==> src/rtl/spi_reg_pkg.sv <==
// Shared types and constants for the SPI register slave.
// Optional feature: define SPI_AUTOINC_EN to enable address auto-increment.
package spi_reg_pkg;

    localparam int ADDR_W     = 7;
    localparam int DATA_W     = 8;
    localparam int CMD_WR_BIT = 7;

    typedef enum logic [1:0] {
        ST_IDLE = 2'd0,
        ST_CMD  = 2'd1,
        ST_DATA = 2'd2
    } state_e;

    // 7-bit modulo increment (0x7F wraps to 0x00)
    function automatic logic [ADDR_W-1:0] addr_next(input logic [ADDR_W-1:0] a);
        return a + ADDR_W'(1);
    endfunction

endpackage

==> src/rtl/spi_reg_slave_if.sv <==
// Bundles the SPI pins and the register-bank bus of the SPI register slave.
// slave modport = the spi_reg_slave side, master modport = SPI host plus bank.
interface spi_reg_if;
    import spi_reg_pkg::*;

    logic              my_spi_ss;
    logic              my_spi_sck;
    logic              my_spi_mosi;
    logic              my_spi_miso;
    logic [ADDR_W-1:0] reg_addr;
    logic [DATA_W-1:0] reg_wdata;
    logic              reg_we;
    logic              reg_re;
    logic [DATA_W-1:0] reg_rdata;
    logic              busy;

    modport slave (
        input  my_spi_ss, my_spi_sck, my_spi_mosi, reg_rdata,
        output my_spi_miso, reg_addr, reg_wdata, reg_we, reg_re, busy
    );

    modport master (
        output my_spi_ss, my_spi_sck, my_spi_mosi, reg_rdata,
        input  my_spi_miso, reg_addr, reg_wdata, reg_we, reg_re, busy
    );

endinterface

==> src/rtl/spi_sync.sv <==
// Two-flop synchronizer for one asynchronous SPI pin, plus rise/fall
// detection taken from the synchronized samples.
module spi_sync #(
    parameter logic RST_VAL = 1'b0
) (
    input  logic clk,
    input  logic rst_n,
    input  logic i_async,
    output logic o_sync,
    output logic o_rise,
    output logic o_fall
);

    logic [1:0] r_meta;
    logic       r_prev;

    // Synchronizer chain and previous-sample register for edge detection
    always_ff @(posedge clk or negedge rst_n) begin
        if (!rst_n) begin
            r_meta <= {2{RST_VAL}};
            r_prev <= RST_VAL;
        end else begin
            r_meta <= {r_meta[0], i_async};
            r_prev <= r_meta[1];
        end
    end

    assign o_sync = r_meta[1];
    assign o_rise = r_meta[1] & ~r_prev;
    assign o_fall = ~r_meta[1] & r_prev;

endmodule

==> src/rtl/spi_reg_slave.sv <==
// SPI mode-0 slave bridging to a simple register bank (7-bit address, 8-bit
// data). First byte is the command (bit 7 = write), following bytes are data.
// Optional feature: define SPI_AUTOINC_EN to advance reg_addr after each
// data byte; otherwise the address stays fixed for the whole frame.
module spi_reg_slave
    import spi_reg_pkg::*;
(
    input  logic      clk,
    input  logic      rst_n,
    spi_reg_if.slave  bus
);

    logic w_ss, w_ss_rise, w_ss_fall;
    logic w_sck, w_sck_rise, w_sck_fall;
    logic w_mosi, w_mosi_rise, w_mosi_fall;
    logic w_unused_sync;

    spi_sync #(.RST_VAL(1'b1)) u_sync_ss (
        .clk(clk), .rst_n(rst_n), .i_async(bus.my_spi_ss),
        .o_sync(w_ss), .o_rise(w_ss_rise), .o_fall(w_ss_fall)
    );

    spi_sync #(.RST_VAL(1'b0)) u_sync_sck (
        .clk(clk), .rst_n(rst_n), .i_async(bus.my_spi_sck),
        .o_sync(w_sck), .o_rise(w_sck_rise), .o_fall(w_sck_fall)
    );

    spi_sync #(.RST_VAL(1'b0)) u_sync_mosi (
        .clk(clk), .rst_n(rst_n), .i_async(bus.my_spi_mosi),
        .o_sync(w_mosi), .o_rise(w_mosi_rise), .o_fall(w_mosi_fall)
    );

    assign w_unused_sync = w_sck ^ w_mosi_rise ^ w_mosi_fall;

    state_e            r_state;
    logic [2:0]        r_bit_cnt;
    logic [6:0]        r_rx;
    logic [DATA_W-1:0] r_tx;
    logic              r_miso;
    logic              r_wr;
    logic              r_we;
    logic              r_re;
    logic              r_ld;
    logic [ADDR_W-1:0] r_addr;
    logic [DATA_W-1:0] r_wdata;
    logic [1:0]        r_settle;
    logic              r_armed;

    logic [DATA_W-1:0] w_byte;
    logic              w_byte_done;

    assign w_byte      = {r_rx, w_mosi};
    assign w_byte_done = w_sck_rise && (r_bit_cnt == 3'd7);

    // Arm frame start only after the synchronizers hold real samples and ss
    // has been seen high, so a reset released mid-frame cannot fake a ss fall
    always_ff @(posedge clk or negedge rst_n) begin
        if (!rst_n) begin
            r_settle <= 2'd0;
            r_armed  <= 1'b0;
        end else if (r_settle != 2'd3) begin
            r_settle <= r_settle + 2'd1;
        end else if (w_ss) begin
            r_armed  <= 1'b1;
        end
    end

    // Frame FSM, shift registers and register-bus strobes
    always_ff @(posedge clk or negedge rst_n) begin
        if (!rst_n) begin
            r_state   <= ST_IDLE;
            r_bit_cnt <= 3'd0;
            r_rx      <= 7'd0;
            r_tx      <= '0;
            r_miso    <= 1'b0;
            r_wr      <= 1'b0;
            r_we      <= 1'b0;
            r_re      <= 1'b0;
            r_ld      <= 1'b0;
            r_addr    <= '0;
            r_wdata   <= '0;
        end else begin
            r_we <= 1'b0;
            r_re <= 1'b0;
            r_ld <= r_re;
            if (w_ss_rise) begin
                // End of frame wins over everything, including a byte that
                // completes in this same cycle: partial data is dropped
                r_state   <= ST_IDLE;
                r_bit_cnt <= 3'd0;
                r_rx      <= 7'd0;
                r_tx      <= '0;
                r_miso    <= 1'b0;
                r_ld      <= 1'b0;
            end else begin
                case (r_state)
                    ST_IDLE: begin
                        if (w_ss_fall && r_armed) begin
                            r_state   <= ST_CMD;
                            r_bit_cnt <= 3'd0;
                            r_rx      <= 7'd0;
                            r_tx      <= '0;
                            r_miso    <= 1'b0;
                        end
                    end
                    ST_CMD, ST_DATA: begin
                        if (w_sck_rise) begin
                            r_bit_cnt <= r_bit_cnt + 3'd1;
                            r_rx      <= w_byte[6:0];
                        end
                        if (w_sck_fall) begin
                            r_miso <= r_tx[DATA_W-1];
                            r_tx   <= {r_tx[DATA_W-2:0], 1'b0};
                        end
                        // Read data arrives one cycle after reg_re, well
                        // before the byte-boundary sck fall that shifts it out
                        if (r_ld) begin
                            r_tx <= bus.reg_rdata;
                        end
                        if (w_byte_done) begin
                            if (r_state == ST_CMD) begin
                                r_addr  <= w_byte[ADDR_W-1:0];
                                r_wr    <= w_byte[CMD_WR_BIT];
                                r_re    <= ~w_byte[CMD_WR_BIT];
                                r_state <= ST_DATA;
                            end else if (r_wr) begin
                                r_wdata <= w_byte;
                                r_we    <= 1'b1;
                            end else begin
                                r_re    <= 1'b1;
`ifdef SPI_AUTOINC_EN
                                r_addr  <= addr_next(r_addr);
`endif
                            end
                        end
`ifdef SPI_AUTOINC_EN
                        if (r_we) begin
                            r_addr <= addr_next(r_addr);
                        end
`endif
                    end
                    default: r_state <= ST_IDLE;
                endcase
            end
        end
    end

    assign bus.my_spi_miso = r_miso & ~bus.my_spi_ss;
    assign bus.reg_addr    = r_addr;
    assign bus.reg_wdata   = r_wdata;
    assign bus.reg_we      = r_we;
    assign bus.reg_re      = r_re;
    assign bus.busy        = (r_state != ST_IDLE);

endmodule

==> src/flat_wrapper.sv <==
// flat-port wrapper written by rule: the top's interface ports become plain ports
module spi_reg_slave_flat import spi_reg_pkg::*;
  (clk, rst_n, bus_my_spi_ss, bus_my_spi_sck, bus_my_spi_mosi, bus_reg_rdata, bus_my_spi_miso, bus_reg_addr, bus_reg_wdata, bus_reg_we, bus_reg_re, bus_busy);
  spi_reg_if bus_i ();
  input  logic clk;
  input  logic rst_n;
  input wire logic [$bits(bus_i.my_spi_ss)-1:0] bus_my_spi_ss;
  input wire logic [$bits(bus_i.my_spi_sck)-1:0] bus_my_spi_sck;
  input wire logic [$bits(bus_i.my_spi_mosi)-1:0] bus_my_spi_mosi;
  input wire logic [$bits(bus_i.reg_rdata)-1:0] bus_reg_rdata;
  output wire logic [$bits(bus_i.my_spi_miso)-1:0] bus_my_spi_miso;
  output wire logic [$bits(bus_i.reg_addr)-1:0] bus_reg_addr;
  output wire logic [$bits(bus_i.reg_wdata)-1:0] bus_reg_wdata;
  output wire logic [$bits(bus_i.reg_we)-1:0] bus_reg_we;
  output wire logic [$bits(bus_i.reg_re)-1:0] bus_reg_re;
  output wire logic [$bits(bus_i.busy)-1:0] bus_busy;
  assign bus_i.my_spi_ss = bus_my_spi_ss;
  assign bus_i.my_spi_sck = bus_my_spi_sck;
  assign bus_i.my_spi_mosi = bus_my_spi_mosi;
  assign bus_i.reg_rdata = bus_reg_rdata;
  assign bus_my_spi_miso = bus_i.my_spi_miso;
  assign bus_reg_addr = bus_i.reg_addr;
  assign bus_reg_wdata = bus_i.reg_wdata;
  assign bus_reg_we = bus_i.reg_we;
  assign bus_reg_re = bus_i.reg_re;
  assign bus_busy = bus_i.busy;
  spi_reg_slave u_core (.clk(clk), .rst_n(rst_n), .bus(bus_i));
endmodule
==> config.mk <==
export PLATFORM = sky130hd
export DESIGN_NAME = spi_reg_slave_flat
export DESIGN_NICKNAME = d
export VERILOG_FILES = /design/src/rtl/spi_reg_pkg.sv /design/src/rtl/spi_reg_slave_if.sv /design/src/rtl/spi_sync.sv /design/src/rtl/spi_reg_slave.sv /design/src/flat_wrapper.sv
export SDC_FILE = /design/constraint.sdc
export NUM_CORES = 1
export LEC_CHECK = 0
export CAP_MARGIN = 20
export CORE_MARGIN = 2
export CORE_UTILIZATION = 53
export DETAILED_ROUTE_END_ITERATION = 12
export PLACE_DENSITY = 0.78
export SETUP_SLACK_MARGIN = 0.3
export SLEW_MARGIN = 20
export SYNTH_ARGS = -nofsm -noshare
export SYNTH_HDL_FRONTEND = slang
export SYNTH_SLANG_ARGS = --single-unit
==> constraint.sdc <==
create_clock -name clk -period 2.1 [get_ports clk]
set_clock_uncertainty 0.1 [all_clocks]
set_input_delay 0.315 -clock clk [delete_from_list [all_inputs] [get_ports clk]]
set_output_delay 0.315 -clock clk [all_outputs]
set_load 0.03 [all_outputs]
# Yosys cells after proc, flatten, opt, wreduce, memory -nomap -nowiden
# Cells that the tools add are included.
[classes] addsub=2 eq_ne=10 muxes=33 n_bitwise=14 n_reduce_logical=13
[ops] op="$mux 8" n=4
[ops] op="$mux 7" n=3
[ops] op="$pmux 8 s2" n=1
[ops] op="$mux 1" n=14
[ops] op="$pmux 7 s2" n=1
[ops] op="$ne 3x2->1 const B" n=4
[ops] op="$reduce_and 3->1" n=4
[ops] op="$mux 3" n=3
[ops] op="$not 1->1" n=9
[ops] op="$mux 2" n=4
[ops] op="$pmux 3 s2" n=1
[ops] op="$and 1x1->1" n=5
[ops] op="$reduce_and 5->1" n=1
[ops] op="$ne 4x3->1 const B" n=1
[ops] op="$pmux 2 s2" n=1
[ops] op="$reduce_and 4->1" n=1
[ops] op="$add 3x1->3 const B" n=1
[ops] op="$eq 3x3->1 const B" n=1
[ops] op="$ne 3x3->1 const B" n=1
[ops] op="$reduce_bool 3->1" n=1
[ops] op="$add 2x1->2 const B" n=1
[ops] op="$eq 2x1->1 const B" n=1
[ops] op="$eq 2x2->1 const B" n=1
[ops] op="$logic_and 1x1->1" n=2
[ops] op="other kinds (6)" n=6
[totals] ff_bits=51 input_bits=13 out_inout_bits=19 word_cells=90

# Longest topological paths before layout
# Gate-level depths: netlist of the first run.
[logic_depth] word_depth=6 ltp_mapped=7

# Hierarchy
# A second synthesis of the first run with hierarchy kept.
[hier_totals] cells_unflattened=167 area_unflattened_um2=2240.9
[by_module_without_submodules] module="spi_reg_slave" instances=1 cells_per_inst=152 area_each_um2=1966.9 seq_area_each_um2=1076.0
[by_module_without_submodules] module="spi_sync at u_core.u_sync_mosi ..." instances=2 cells_per_inst=5 area_each_um2=90.1 seq_area_each_um2=75.1
[by_module_without_submodules] module="spi_sync at u_core.u_sync_ss" instances=1 cells_per_inst=5 area_each_um2=93.8 seq_area_each_um2=78.8

# Least setup slack after synthesis of the first run
# No wires, ideal clock.
[synth_path] kind="reg-to-reg" startpoint="register u_core.r_state[0]" endpoint="register u_core.r_tx[3]" arrival_ps=1612 setup_slack_ps=263 stages_incl_launch_ff=7 cell_sequence="dfrtp_1 -> inv_1 -> ha_1 -> inv_2 -> o311ai_4 -> o31ai_4 -> mux2_4"
[synth_between] elab_chain_len=4
[synth_rtl] element="from (decl)" line_no="spi_reg_slave.sv:35" source="state_e r_state;"
[synth_rtl] element="from (signal assigned)" line_no="spi_reg_slave.sv:71" source="r_state <= ST_IDLE;"
[synth_rtl] element="from (signal assigned)" line_no="spi_reg_slave.sv:89" source="r_state <= ST_IDLE;"
[synth_rtl] element="from (signal assigned)" line_no="spi_reg_slave.sv:99" source="r_state <= ST_CMD;"
[synth_rtl] element="$eq 2x2->1 / $eq 2x1->1 (equally long branches)" line_no="spi_reg_slave.sv:96" source="case (r_state)"
[synth_rtl] element="$reduce_or 2->1" line_no="spi_reg_slave.sv:96"
[synth_rtl] element="$ne 4x3->1 (no line) (tied with other cells)"
[synth_rtl] element="$reduce_and 3->1 (no line) / $mux 8 (equally long branches)"
[synth_rtl] element="to (signal assigned)" line_no="spi_reg_slave.sv:113" source="r_tx <= {r_tx[DATA_W-2:0], 1'b0};"
[synth_rtl] element="to (signal assigned)" line_no="spi_reg_slave.sv:118" source="r_tx <= bus.reg_rdata;"
[synth_rtl] element="to (decl)" line_no="spi_reg_slave.sv:38" source="logic [DATA_W-1:0] r_tx;"
# Parallel ways exist; a longest one is shown, timed or not.
# A chain may end at the register's enable or synchronous reset.

# Worst setup path in the final report of the first run
[layout_path] startpoint="register u_core.r_state[0]" endpoint="register u_core.r_rx[4]"
[layout_between] elab_chain_len=4
[layout_rtl] element="$eq 2x2->1 / $eq 2x1->1 (equally long branches)" line_no="spi_reg_slave.sv:96"
[layout_rtl] element="$reduce_or 2->1" line_no="spi_reg_slave.sv:96"
[layout_rtl] element="$ne 3x2->1 (no line) (tied with other cells)"
[layout_rtl] element="$reduce_and 3->1 (no line) / $mux 7 (equally long branches)"
[layout_rtl] element="to (signal assigned)" line_no="spi_reg_slave.sv:109" source="r_rx <= w_byte[6:0];"
[layout_rtl] element="to (decl)" line_no="spi_reg_slave.sv:37" source="logic [6:0] r_rx;"
# Parallel ways exist; a longest one is shown, timed or not.

==> impl_metrics.json, run 1 <==
{
  "crit_type": "register to register",
  "overflow": 0,
  "num_vias": 1375,
  "p_total_w": 0.00220,
  "drtIter0Drc": 49,
  "grt_pass1_wl_mm": 6.42,
  "r2r_slack_ps": 210,
  "max_freq_ghz": 0.529,
  "hp-start": "u_core.u_sync_ss.r_meta[0]$_DFF_PN1_",
  "hpwlAfterDp_mm": 2.65,
  "num_rows": 23,
  "cp.arrival_ps": 1990,
  "cts_tree": "done",
  "h-tree-depth": 2,
  "final.period_utilization_pct": 90.0,
  "power_density_mw_per_mm2": 792,
  "power.leakage_nw": 1.39,
  "r2r_start": "u_core.r_state[0]$_DFFE_PN0P_",
  "rsz0062_at_grt": "yes",
  "cts.sinks": 51,
  "placed_cell_area_sq_mm": 0.00250,
  "max_slew_margin_pct": 59.0,
  "path_clk_slew_ps": 90,
  "worst_pin_slew_ps": 612,
  "end_kind": "register",
  "grt_start_max_net_pins": 27,
  "fp.coreArea_sq_mm": 0.00394,
  "synth.distinct_cells": 34,
  "status": "finished, final reports clean",
  "ys_seq_area_share_pct": 60.0,
  "final_hold_viol_count": 0,
  "gp_congestion": 0.712,
  "port_buffers": 31,
  "io_pins": 32,
  "fin_setup_tns_ps": 0,
  "ys_seq_elements": 51,
  "cap_violations": 0,
  "drive_gt1_share_pct": 40.5,
  "drt_pass1_iterations": 4,
  "crit_path_max_fanout": 5,
  "yosysWarnings": 0,
  "start_util_pct": 54.1,
  "cts.path.max_buffers": 2,
  "synth_cells": 144,
  "track_usage_pct": 19.7,
  "final_core_utilization_pct": 70.5,
  "clock_latency_ps": 300,
  "slew_viol_final": 0,
  "wl_per_cell_microns": 18.1,
  "final_net_count": 207,
  "start_kind": "register",
  "required_ps": 2200,
  "antenna_found_initial": 0,
  "area_growth_pct": 30.4,
  "die_h_microns": 67.4,
  "wirelength_mm": 4.34,
  "design_area_sq_mm": 0.00278,
  "fin_crit_ps": 1890,
  "grt_pass1_vias": 1404,
  "ant_nets": 0,
  "drc_errors": 0,
  "hp-class": "register to register",
  "diodes": 0,
  "die-area_sq_mm": 0.00455,
  "dp_cells": 223,
  "vias_per_cell": 5.73,
  "netlist_area_sq_mm": 0.00213,
  "postSynthAreaPerCell_sq_um": 14.8,
  "root_buffer": "clkbuf_8",
  "cts-buffers-inserted": 5,
  "crit_path_start": "u_core.r_state[0]$_DFFE_PN0P_",
  "die_w_microns": 67.4,
  "syn-num-nets": 162,
  "peakVddDrop_mv": 0.402,
  "setup_viol": 0,
  "instances_no_fill": 240
}
Yosys cell counts:
master	instances	area, sq um
inv_1	3	11.3
inv_2	1	3.75
nand2b_1	1	6.26
o21ai_2	1	8.76
a21o_2	1	8.76
nand2_1	3	11.3
clkbuf_1	1	3.75
nand2b_4	1	13.8
nand2_4	1	11.3
mux2i_1	7	70.1
a41oi_1	1	8.76
a21oi_1	3	15.0
nand4_2	2	25.0
dfrtp_1	48	1200
o311ai_4	1	26.3
a32o_1	2	20.0
dfstp_2	3	78.8
mux2_2	23	259
buf_6	1	11.3
ha_1	5	62.6
and3_1	1	6.26
o21ai_0	1	5.00
xnor2_1	1	8.76
o31ai_4	1	21.3
o211ai_1	1	7.51
and2_2	3	22.5
nand4b_1	1	8.76
mux2_4	2	30.0
buf_2	2	10.0
a2111oi_0	1	8.76
nand3_1	1	5.00
nor2_1	7	26.3
nor2b_1	4	25.0
a22o_2	9	90.1
area by class of cell:
cell class / count / area [sq um]
clock buffers: 5 / 68.8
repair buffers: 40 / 409
inverters: 4 / 15.0
clock inverters: 3 / 18.8
well taps: 50 / 62.6
flip-flops and latches: 51 / 1280
multi-input cells: 87 / 926
fillers: 258 / 1160
worst max-delay path, stage by stage, from the launching register on:
cell,delay (ps)
dfrtp_1,400
inv_2,60
ha_4,260
nand2b_1,120
o311ai_4,160
buf_12,170
and3_2,240
a22o_2,270
metrics by stage:
stage | setup slack, ps | hold WS [ps]
2_1_floorplan | 361 | -80.6
3_3_place_gp | 175 | 231
3_5_place_dp | 147 | 235
4_1_cts | 224 | 259
5_1_grt | 150 | 267
6_report | 210 | 259
logic make-up after synthesis:
group | Yosys count | share of synthesized area (%)
xor gates and xnor gates | 1 | 0.411
and+or+nand+nor | 25 | 7.57
adders and majority gates | 5 | 2.93
DFF | 51 | 60.0
muxes | 32 | 16.8
buffers and inverters | 8 | 1.88
AOI/OAI and AO/OA | 22 | 10.3
worst paths after layout:
path | to | cells after the start
min in group asynchronous | u_core.r_tx[4]$_DFFE_PN0P_ | 2
hold reg to reg | u_core.u_sync_ss.r_meta[1]$_DFF_PN1_ | 0
max in group asynchronous | u_core.u_sync_ss.r_prev$_DFF_PN1_ | 3
hold / removal | u_core.u_sync_ss.r_meta[1]$_DFF_PN1_ | 0
setup / recovery | u_core.r_rx[4]$_DFFE_PN0P_ | 7
setup reg to reg | u_core.r_rx[4]$_DFFE_PN0P_ | 7
routing by layer:
metal  GRT usage (%)  share of wire, %  up-vias
met5               0                 0        -
met4            10.7               3.1        0
met3            4.33               4.4       13
met2            34.0                52       40
met1            22.7                40      710
li1                -                 -      612
report_power, final:
part           switching (W)  internal (W)
Sequential         0.0000248       0.00101
Combinational       0.000343      0.000277
Clock               0.000310      0.000235
registers in the layout, indices dropped and copies added (netlist names):
name / flops
u_core.u_sync_mosi.r_meta: 2
u_core.u_sync_sck.r_prev: 1
u_core.r_settle: 2
u_core.r_rx: 7
u_core.r_miso: 1
u_core.u_sync_ss.r_prev: 1
u_core.bus.reg_re: 1
u_core.bus.reg_we: 1
u_core.r_ld: 1
u_core.r_bit_cnt: 3
u_core.r_wr: 1
u_core.u_sync_sck.r_meta: 2
u_core.r_armed: 1
u_core.u_sync_ss.r_meta: 2
u_core.r_state: 2
u_core.bus.reg_wdata: 8
u_core.r_tx: 8
u_core.bus.reg_addr: 7
cells in the final DEF (no fill, tap or decap), drive strengths merged:
cell type,Yosys,routed
ha,5,5
o211ai,1,1
clkinv,0,2
and2,3,3
nand2,4,4
a21oi,3,3
dlygate4sd3,0,1
nand4,2,3
nor2,7,7
a21o,1,1
clkbuf,1,6
o31ai,1,1
buf,3,9
nand3,1,1
dlygate4sd2,0,1
nor2b,4,4
o311ai,1,1
mux2i,7,7
dfrtp,48,48
xnor2,1,1
a2111oi,1,1
nand2b,2,2
a22o,9,9
a41oi,1,1
nand4b,1,1
and3,1,2
inv,4,5
a32o,2,2
dlymetal6s2s,0,6
dfstp,3,3
mux2,25,25
clkdlybuf4s50,0,22
o21ai,2,2
repair_timing:
item	CTS	global route
hold buffers	1	0
cloned	0	2
setup buffers	1	5
gates resized for setup	12	18
endpoints found under the setup margin	35	41
hold endpoints to repair	22	0
pin swaps	2	0
Note: power is estimated with default switching activity, not from simulation.
==> run 2, diff against run 1 <==
--- a/config.mk
+++ b/config.mk
@@ -5,9 +5,11 @@
 export SDC_FILE = /design/constraint.sdc
 export NUM_CORES = 1
 export LEC_CHECK = 0
+export ABC_AREA = 1
 export CAP_MARGIN = 20
+export CORE_ASPECT_RATIO = 2
 export CORE_MARGIN = 2
-export CORE_UTILIZATION = 53
+export CORE_UTILIZATION = 54
 export DETAILED_ROUTE_END_ITERATION = 12
 export PLACE_DENSITY = 0.78
 export SETUP_SLACK_MARGIN = 0.3
==> constraint.sdc (replaced) <==
create_clock -name clk -period 1.9 [get_ports clk]
set_clock_uncertainty 0.1 [all_clocks]
set_input_delay 0.285 -clock clk [delete_from_list [all_inputs] [get_ports clk]]
set_output_delay 0.285 -clock clk [all_outputs]
set_load 0.03 [all_outputs]
==> run 2 against run 1 <==
Hold slack got worse by 2.3 ps. Critical path depth shrank 3. Clock power rose by 19%. Clock-buffer cell count increased by 2. Sequential power grew 15%. Wire length grew 25%. Via count up 50%. Flip-flop and latch count did not move. Total power increased by 50%. Final cell count rose by 60%. Register-to-register slack better by 130 ps. First-iteration DRC count grew 43%. Largest power group is now combinational cells.
==> impl_metrics.json, run 2 <==
{
  "route.top_layer_used": "met4",
  "start_kind": "register",
  "mostFrequentLayoutCell": "nand2_1",
  "h-tree-depth": 2,
  "placed_cell_area_sq_mm": 0.00284,
  "drc_errors": 0,
  "port_buffers": 31,
  "rsz0062_at_grt": "yes",
  "postSynthAreaPerCell_sq_um": 8.74,
  "max_freq_ghz": 0.639,
  "ys_async_sr_fraction_pct": 100,
  "synthMostInstantiatedCell": "nand2_1",
  "hp-class": "register to register",
  "synth_edf_count": 0,
  "slew_viol_final": 0,
  "whs_ps": 256,
  "ys_seq_area_share_pct": 52.1,
  "area_growth_pct": 30.5,
  "die-area_sq_mm": 0.00513,
  "drive_gt1_share_pct": 23.6,
  "root_buffer": "clkbuf_8",
  "status": "finished, final reports clean",
  "fin_setup_tns_ps": 0,
  "cap_violations": 0,
  "final.period_utilization_pct": 82.4,
  "peakVddDrop_mv": 1.25,
  "syn-num-nets": 299,
  "r2r_start": "u_core.r_bit_cnt[0]$_DFFE_PN0P_",
  "diodes": 0,
  "start_util_pct": 56.6,
  "required_ps": 1510,
  "crit_type": "register to output pin",
  "reg2regPathDepth": 8,
  "design_area_sq_mm": 0.00320,
  "grt_pass1_wl_mm": 8.31,
  "power_density_mw_per_mm2": 1030,
  "instances_no_fill": 384,
  "yosysWarnings": 0,
  "io_pins": 32,
  "synth.top_cell.area_share_pct": 48.9,
  "end_kind": "output pin",
  "antenna_found_initial": 0,
  "hpwlAfterDp_mm": 3.26,
  "clock_latency_ps": 300,
  "die_w_microns": 51.7,
  "die_h_microns": 99.4,
  "synthTopCellsByCount": "nand2_1, dfrtp_1, inv_1, nor2_1, nand4_1",
  "cp.arrival_ps": 1180,
  "setup_viol": 0,
  "ant_nets": 0,
  "overflow": 0,
  "synth_top_area_cell": "dfrtp_1",
  "final_net_count": 347,
  "cts_tree": "done",
  "track_usage_pct": 20.8,
  "synth.distinct_cells": 21,
  "cts-buffers-inserted": 5,
  "gp_congestion": 0.837,
  "drtIter0Drc": 70,
  "ys_seq_elements": 51,
  "synthTopCellsByArea": "dfrtp_1, nand2_1, o21ai_2",
  "netlist_area_sq_mm": 0.00245,
  "mostFrequentLayoutCells": "nand2_1, dfrtp_1, inv_1",
  "path_clk_slew_ps": 80,
  "ys.flop_type": "dfrtp_1",
  "wl_met1_mm": 2.00,
  "worst_r2r_endpoint": "u_core.r_wr$_DFFE_PN0P_",
  "cts.sinks": 51,
  "worstSetupEndpoint": "bus_busy",
  "drt_pass1_iterations": 4,
  "num_vias": 2059,
  "wl_met2_mm": 3.18,
  "final_hold_viol_count": 0,
  "power.leakage_nw": 1.63,
  "r2r_slack_ps": 330,
  "crit_path_max_fanout": 3,
  "grt_start_max_net_pins": 24,
  "wl_met3_microns": 128,
  "num_rows": 34,
  "dp_cells": 364,
  "max_slew_margin_pct": 66.2,
  "worst_pin_slew_ps": 507,
  "fin_crit_ps": 1570,
  "crit_path_start": "u_core.r_state[1]$_DFFE_PN0P_",
  "cts.path.max_buffers": 2,
  "wirelength_mm": 5.43,
  "grt_pass1_vias": 1908,
  "vias_per_cell": 5.36,
  "wl_per_cell_microns": 14.1,
  "synth_cells": 281,
  "fp.coreArea_sq_mm": 0.00434
}
-- run 2: changes by cell type after synthesis, moves of 9 or more --
cell     previous run  this run
nand2_1             3        95
inv_1               3        35
mux2_2             23         1
nand4_1             0        19
nor2_1              7        22
o21ai_2             1        16
a22o_2              9         0
-- run 2: what timing repair did --
action                     in CTS  in global routing
pin swaps                       2                  8
setup endpoints to repair      53                 37
hold endpoints to repair       19                  0
hold buffers                    1                  0
resized for setup              30                 25
gates cloned                    1                  3
buffers inserted                0                  7
-- run 2: worst max-delay path, stage by stage (launching register included) --
cell     delay, ps
dfrtp_1        370
inv_2           60
ha_4           170
inv_1          110
buf_4          180
-- run 2: area by class of cell --
class	instances	area [sq um]
inverters	38	145
repair buffers	48	462
fillers	316	1130
multi-input cells	185	1150
flip-flops and latches	51	1280
clock inverters	1	8.76
well taps	54	67.6
clock buffers	7	86.3
-- run 2: how the worst min path moves through the flow --
stage	startpoint	endpoint	slack, ps	cells after the start
CTS	u_core.u_sync_sck.r_meta[0]$_DFF_PN0_	u_core.u_sync_sck.r_meta[1]$_DFF_PN0_	260	0
finish	u_core.u_sync_sck.r_meta[0]$_DFF_PN0_	u_core.u_sync_sck.r_meta[1]$_DFF_PN0_	260	0
global placement	rst_n	u_core.r_settle[1]$_DFFE_PN0P_	170	1
global route	u_core.u_sync_ss.r_meta[0]$_DFF_PN1_	u_core.u_sync_ss.r_meta[1]$_DFF_PN1_	270	0
detailed placement	rst_n	u_core.r_settle[0]$_DFFE_PN0P_	170	1
floorplan	rst_n	u_core.bus.reg_addr[0]$_DFFE_PN0P_	-110	0
-- run 2: report_power, final --
part           internal (W)  switching [W]
combinational      0.000538       0.000916
sequential          0.00115      0.0000450
clock              0.000299       0.000349
total               0.00199        0.00131
-- run 2: logic make-up (layout without fill, tap and decap cells) --
group,count (synthesis),in the layout,share of synthesized area (%)
compound gates,20,20,6.63
fa+ha+maj,5,5,2.55
buf+inv,49,94,8.56
flops,51,51,52.1
xor+xnor,1,1,0.357
mux,1,1,0.459
simple gates,154,158,29.3
-- run 2: stage by stage --
stage	setup WS (ps)	utilization [%]	total power, W
2_1_floorplan	362	-	0.00195
3_3_place_gp	139	65.4	0.00226
3_5_place_dp	107	65.4	0.00228
4_1_cts	248	68.9	0.00307
5_1_grt	250	73.8	0.00348
6_report	335	73.8	0.00330
-- run 2: metal layers --
metal	vias up	GRT usage, %
li1	985	-
met1	1018	23.9
met2	47	38.2
met3	9	2.40
met4	0	7.89
met5	-	0
